===== src/rtl/piezo_arbiter.sv =====
// Shares one piezo tone generator among three prioritised sound requesters.
// Requests are buffered one-deep, timed in 1 ms ticks and separated by a silent gap.
module piezo_arbiter #(
  parameter int GAP_MS  = 20,
  parameter bit PREEMPT = 1'b1,
  parameter int DUR_W   = 16
) (
  input  logic             clk,
  input  logic             rst,
  input  logic             i_tick,
  input  logic             i_clear,
  input  logic [2:0]       i_req,
  input  logic [31:0]      i_limit0,
  input  logic [31:0]      i_limit1,
  input  logic [31:0]      i_limit2,
  input  logic [DUR_W-1:0] i_dur0,
  input  logic [DUR_W-1:0] i_dur1,
  input  logic [DUR_W-1:0] i_dur2,
  output logic             o_play_en,
  output logic [31:0]      o_cnt_limit,
  output logic [1:0]       o_owner,
  output logic             o_busy,
  output logic [2:0]       o_drop
);

  localparam logic [1:0] ST_IDLE    = 2'd0;
  localparam logic [1:0] ST_PLAY    = 2'd1;
  localparam logic [1:0] ST_GAP     = 2'd2;
  localparam logic [1:0] OWNER_NONE = 2'd3;

  // One counter serves both tone length and gap length, so size it for the larger.
  localparam int GAP_W = (GAP_MS > 1) ? $clog2(GAP_MS + 1) : 1;
  localparam int CNT_W = (DUR_W > GAP_W) ? DUR_W : GAP_W;
  localparam logic [CNT_W-1:0] CNT_ONE  = CNT_W'(1);
  localparam logic [CNT_W-1:0] GAP_LOAD = CNT_W'(GAP_MS);

  logic [1:0]       state_q, state_d;
  logic [1:0]       owner_q, owner_d;
  logic [31:0]      lim_q, lim_d;
  logic [CNT_W-1:0] cnt_q, cnt_d;
  logic [2:0]       drop_q, drop_d;
  logic [2:0]       slot_vld_q, slot_vld_d;
  logic [31:0]      slot_lim_q [3];
  logic [31:0]      slot_lim_d [3];
  logic [DUR_W-1:0] slot_dur_q [3];
  logic [DUR_W-1:0] slot_dur_d [3];

  logic [31:0]      req_lim [3];
  logic [DUR_W-1:0] req_dur [3];

  logic       any_vld;
  logic [1:0] win;
  logic       tone_end;
  logic       gap_end;
  logic       preempt;
  logic       grant;

  assign req_lim[0] = i_limit0;
  assign req_lim[1] = i_limit1;
  assign req_lim[2] = i_limit2;
  assign req_dur[0] = i_dur0;
  assign req_dur[1] = i_dur1;
  assign req_dur[2] = i_dur2;

  // Arbitration only looks at registered slots, so a fresh strobe is seen one edge later.
  always_comb begin
    any_vld = |slot_vld_q;
    if (slot_vld_q[2])      win = 2'd2;
    else if (slot_vld_q[1]) win = 2'd1;
    else                    win = 2'd0;
    tone_end = (state_q == ST_PLAY) && i_tick && (cnt_q == CNT_ONE);
    gap_end  = (state_q == ST_GAP)  && i_tick && (cnt_q == CNT_ONE);
    // A tone finishing on this very tick completes normally rather than being cut.
    preempt  = PREEMPT && (state_q == ST_PLAY) && !tone_end && any_vld && (win > owner_q);
    grant    = any_vld && ((state_q == ST_IDLE) || gap_end || preempt ||
                           (tone_end && (GAP_MS == 0)));
  end

  // NOTE: every always_comb output gets a default first so no path leaves it unassigned (no latch).
  always_comb begin
    state_d    = state_q;
    owner_d    = owner_q;
    lim_d      = lim_q;
    cnt_d      = cnt_q;
    drop_d     = '0;
    slot_vld_d = slot_vld_q;
    for (int i = 0; i < 3; i++) begin
      slot_lim_d[i] = slot_lim_q[i];
      slot_dur_d[i] = slot_dur_q[i];
    end

    case (state_q)
      ST_PLAY: begin
        if (tone_end) begin
          state_d = (GAP_MS == 0) ? ST_IDLE : ST_GAP;
          cnt_d   = GAP_LOAD;
          owner_d = OWNER_NONE;
          lim_d   = '0;
        end else if (i_tick) begin
          cnt_d = cnt_q - CNT_ONE;
        end
      end
      ST_GAP: begin
        if (gap_end)     state_d = ST_IDLE;
        else if (i_tick) cnt_d   = cnt_q - CNT_ONE;
      end
      default: ;
    endcase

    if (preempt) drop_d = drop_d | (3'b001 << owner_q);

    // The grant reloads the counter, which also swallows any tick in this cycle.
    if (grant) begin
      state_d         = ST_PLAY;
      owner_d         = win;
      lim_d           = slot_lim_q[win];
      cnt_d           = CNT_W'(slot_dur_q[win]);
      slot_vld_d[win] = 1'b0;
    end

    for (int i = 0; i < 3; i++) begin
      if (i_req[i]) begin
        if (req_dur[i] == '0) begin
          drop_d[i] = 1'b1;
        end else begin
          if (slot_vld_q[i] && !(grant && (win == 2'(i)))) drop_d[i] = 1'b1;
          slot_vld_d[i] = 1'b1;
          slot_lim_d[i] = req_lim[i];
          slot_dur_d[i] = req_dur[i];
        end
      end
    end

    if (i_clear) begin
      state_d    = ST_IDLE;
      owner_d    = OWNER_NONE;
      lim_d      = '0;
      cnt_d      = '0;
      drop_d     = '0;
      slot_vld_d = '0;
    end
  end

  // NOTE: sequential state uses non-blocking assignments so all flops update from pre-edge values.
  always_ff @(posedge clk or negedge rst) begin
    if (!rst) begin
      state_q    <= ST_IDLE;
      owner_q    <= OWNER_NONE;
      lim_q      <= '0;
      cnt_q      <= '0;
      drop_q     <= '0;
      slot_vld_q <= '0;
    end else begin
      state_q    <= state_d;
      owner_q    <= owner_d;
      lim_q      <= lim_d;
      cnt_q      <= cnt_d;
      drop_q     <= drop_d;
      slot_vld_q <= slot_vld_d;
    end
  end

  // NOTE: slot payload is not reset; it is only ever read while its valid bit is set.
  always_ff @(posedge clk) begin
    for (int i = 0; i < 3; i++) begin
      slot_lim_q[i] <= slot_lim_d[i];
      slot_dur_q[i] <= slot_dur_d[i];
    end
  end

  assign o_play_en   = (state_q == ST_PLAY);
  assign o_cnt_limit = lim_q;
  assign o_owner     = owner_q;
  assign o_busy      = (state_q != ST_IDLE);
  assign o_drop      = drop_q;

endmodule


===== config.mk =====
export PLATFORM = sky130hd
export DESIGN_NAME = piezo_arbiter
export DESIGN_NICKNAME = d
export VERILOG_FILES = /design/src/rtl/piezo_arbiter.sv
export SDC_FILE = /design/constraint.sdc
export NUM_CORES = 1
export LEC_CHECK = 0
export ABC_AREA = 1
export BUFFER_PORTS_ARGS = -buffer_cell sky130_fd_sc_hd__buf_2
export CAP_MARGIN = 30
export CORE_AREA = 2 2 160 162
export DETAILED_ROUTE_END_ITERATION = 16
export DIE_AREA = 0 0 162 164
export SLEW_MARGIN = 20
export SYNTH_ARGS = -nofsm -noshare
export SYNTH_HDL_FRONTEND = slang
export SYNTH_SLANG_ARGS = --single-unit

===== constraint.sdc =====
create_clock -name clk -period 4.8 [get_ports clk]
set_clock_uncertainty 0.15 [all_clocks]
set_input_delay 0.96 -clock clk [delete_from_list [all_inputs] [get_ports clk]]
set_output_delay 0.96 -clock clk [all_outputs]
set_load 0.02 [all_outputs]

==> results.md <==
* Outcome: complete, no violations
* Cells along the critical path: clkinv_1 > buf_4 > nand2_1 > ha_1 > nand2_1 > nand3_2 > nor2_1 > nand2_2 > nand2_4 > nand2_8 > nor2_4 > inv_2 > buf_12 > o22ai_1 > inv_1
* Net count of the mapped netlist at 836
* Number of buffers inserted to repair setup after CTS at 0
* Combined buffer and inverter count along the critical path at 5
* Initial antenna violation count at 1
* # diodes at 0
* Category of cells accounting for the largest share of critical-path delay: simple AND/OR/NAND/NOR gates
* Worst slew pin tran at 683 ps
* I/O pin total at between 150 and 200
* Pwr/cell area at about 520 mW/mm²
* Sequential fraction of the synthesis area at 0.676
* PortBufs at roughly 190
* Total routing usage reported by global routing at 0.165
* Slowest stage cell on the critical path: ha_1
* Kind of start point of the critical path: register
* Most frequently used flop master after synthesis: edfxtp_1
* Maximum clock frequency at approximately 0.3 GHz
* Worst-case vdd ir drop at between 200 and 300 µV
* RePlAce Congestion at 0.864
* Endpoints failing setup at 0
* Clock insertion delay at the later pin of the skew report at 520 ps
* Number of nets in the final layout at about 1,000
* Fraction of final layout cells with drive strength greater than 1 at 0.362
* Detailed placer's ending HPWL at between 15 and 20 mm
* Biggest cell delay along the critical path at 410 ps
* Crit share post-route at 0.674
* Via count of the first global-routing pass at 5,917
* Hold Buf Count CTS at 0
* Most used cell along the critical path: nand2_1
* Total CTS buffers at 23
* Final period demand of the worst path at roughly 3200 ps
* Count of unique library cells instantiated by Yosys at 41
* Setup TNS after final layout at 0 ps
* Clock transition at the registers of the reported paths at roughly 60 ps
* Final core utilization at 0.425
* First-pass iteration count of the detailed router at 5
* Number of vias in the routed layout at 5,870
* Class of the most critical setup path: reg -> reg
* Die Footprint at roughly 0.027 mm²
* Routed length per placed instance at 18.1 µm
* Number of sinks handled by clock tree synthesis at 202
* Slew Limit Headroom at 0.544
* Number of synthesized register bits at approximately 200
* Depth of the CTS H-tree at 1
* Unrepaired setup endpoints after global routing: no
* Placeable Area at ~0.025 mm²
* Crit. End Element: register
* Via-to-Cell Ratio at 4.80
* Number of nets with antenna violations after detailed routing at 0
* Total wirelength of the detailed-routed design at 22.1 mm
* Max Buffers Root-to-Sink at 3
* Root cell of the clock tree: clkbuf_16
* Type of the tightest min-delay check: in -> async
* Most frequent standard cell in the layout excluding fill and tap cells: buf_2
* Most frequent cells in the layout: buf_2 (189), edfxtp_1 (144), nand2_1 (110), dfrtp_1 (56), nor2_1 (46)
* Initial Util at 0.344
* Required time of the worst setup path at 5100 ps
* Area used by sequential logic in the layout at 0.00578 mm²
* WP data arrival at ~3500 ps
* Wire length of the first global-routing pass at 33.3 mm
* Origin of the critical flop-to-flop path: slot_vld_q[2]
* Cell area after synthesis at between 0.008 and 0.009 mm²
* Static leakage at 4.52 nW
* Post_cts resized at 0
* Number of cells produced by synthesis at ~700
* Count of routing violations after the opening detailed-route iteration at roughly 450
* Endpoints failing hold at 0
* FFs w/ async S/R, synth at 0.287
* Post-placement worst setup slack at 1420 ps
* Die X at 162 µm
* Global route total overflow at 0
* MaxCap Viol Count at 0
* Pins over their slew limit at 0
* Area taken by multi-input logic gates at about 0.0024 mm²
* Site Rows at between 50 and 60
* Synthesis-to-finish area growth at 23.5%
* CP max FO at 22
* Number of filler cells placed in the layout at 2,314
* Maximum number of pins on one net before global-route repair at 45
* Final routed DRC violation total at 0
* Synthesized area per cell at around 13 µm²
* Launching element of the worst setup path: slot_vld_q[2]
* Post-layout worst setup margin at 1560 ps
* TritonCTS clock tree: done
* Synth warnings at 0
* Y dimension of the die at 164 µm
* Post-synth EDFFs at 144
## layout make-up
cell class,count,share of cell area
Clock buffer,29,0.0576
Clock inverter,13,0.0145
Inverter,42,0.0156
Multi-Input combinational cell,411,0.228
Sequential cell,202,0.547
Tap cell,330,0.0391
Timing Repair Buffer,196,0.0981
## worst paths after layout
kind,slack [ps],cells past startpoint,endpoint
worst max-delay path,1560,15,o_owner[0]
worst min-delay path,310,1,cnt_q[7]
worst max register to register,1560,15,o_owner[0]
worst min register to register,330,2,o_cnt_limit[28]
max in group asynchronous,3240,2,o_owner[1]
min in group clk,330,2,o_cnt_limit[28]
## state kept, by name, summed over array words and instances, names as in the netlist
| signal | flops |
|---|---|
| state_q | 2 |
| slot_dur_q | 48 |
| slot_vld_q | 3 |
| slot_lim_q | 96 |
| o_owner | 2 |
| cnt_q | 16 |
| o_cnt_limit | 32 |
| o_drop | 3 |
## worst register-to-register path, cell delays in order (launching register included)
cell	delay, ps
dfrtp_1	370
clkinv_1	40
buf_4	200
nand2_1	350
ha_1	420
nand2_1	80
nand3_2	70
nor2_1	110
nand2_2	90
nand2_4	130
nand2_8	140
nor2_4	290
inv_2	290
buf_12	250
o22ai_1	120
inv_1	60
## where the power goes
| group | internal, W | switching, W | leakage (nW) |
|---|---|---|---|
| sequential | 0.00213 | 0.000158 | 2.18 |
| clock | 0.00106 | 0.000711 | 0.371 |
| combinational | 0.000459 | 0.000930 | 1.97 |
## layer usage
layer / vias up / GRT usage / part of all wire
li1: 2828 / - / -
met1: 2811 / 0.208 / 0.41
met2: 198 / 0.286 / 0.50
met3: 31 / 0.0404 / 0.072
met4: 2 / 0.0418 / 0.020
met5: - / 0 / 0.00059
## cell usage after synthesis, types with 3 or more instances
library cell	instances	area, µm²
o21ai_2	38	333
nand2_2	22	138
a22o_1	32	280
xnor2_1	3	26.3
clkbuf_1	11	41.3
nor2_4	3	33.8
nor4_1	12	75.1
a21oi_1	43	215
nand2_1	110	413
buf_12	3	60.1
dfrtp_1	56	1400
nand2_4	3	33.8
xor2_1	5	43.8
nand3_2	3	30.0
o211ai_1	5	37.5
buf_4	5	37.5
nand4_1	5	31.3
o21ai_0	7	35.0
edfxtp_1	144	4320
o21ai_1	5	25.0
nor2_2	7	43.8
inv_2	4	15.0
buf_6	4	45.0
ha_1	4	50.1
nand3_1	33	165
o22ai_1	16	100
nor2_1	46	173
inv_1	35	131
## per-stage QoR
stage	hold WS (ps)	total power (W)	instance area, µm²	cells
floorplan	312	0.00333	8550	681
global placement	314	0.00369	9740	1178
detailed placement	317	0.00372	9800	1181
CTS	331	0.00550	10600	1223
global route	347	0.00574	10600	1223
finish	312	0.00545	10600	1223
## cells by family after synthesis
logic type      after synthesis  synth area share
simple gates                252             0.146
flops                       202             0.676
compound gates              147             0.121
buf+inv                      68            0.0425
xor+xnor                      8           0.00820
fa+ha+maj                     4           0.00586
Power figures use the tool's default switching activity.
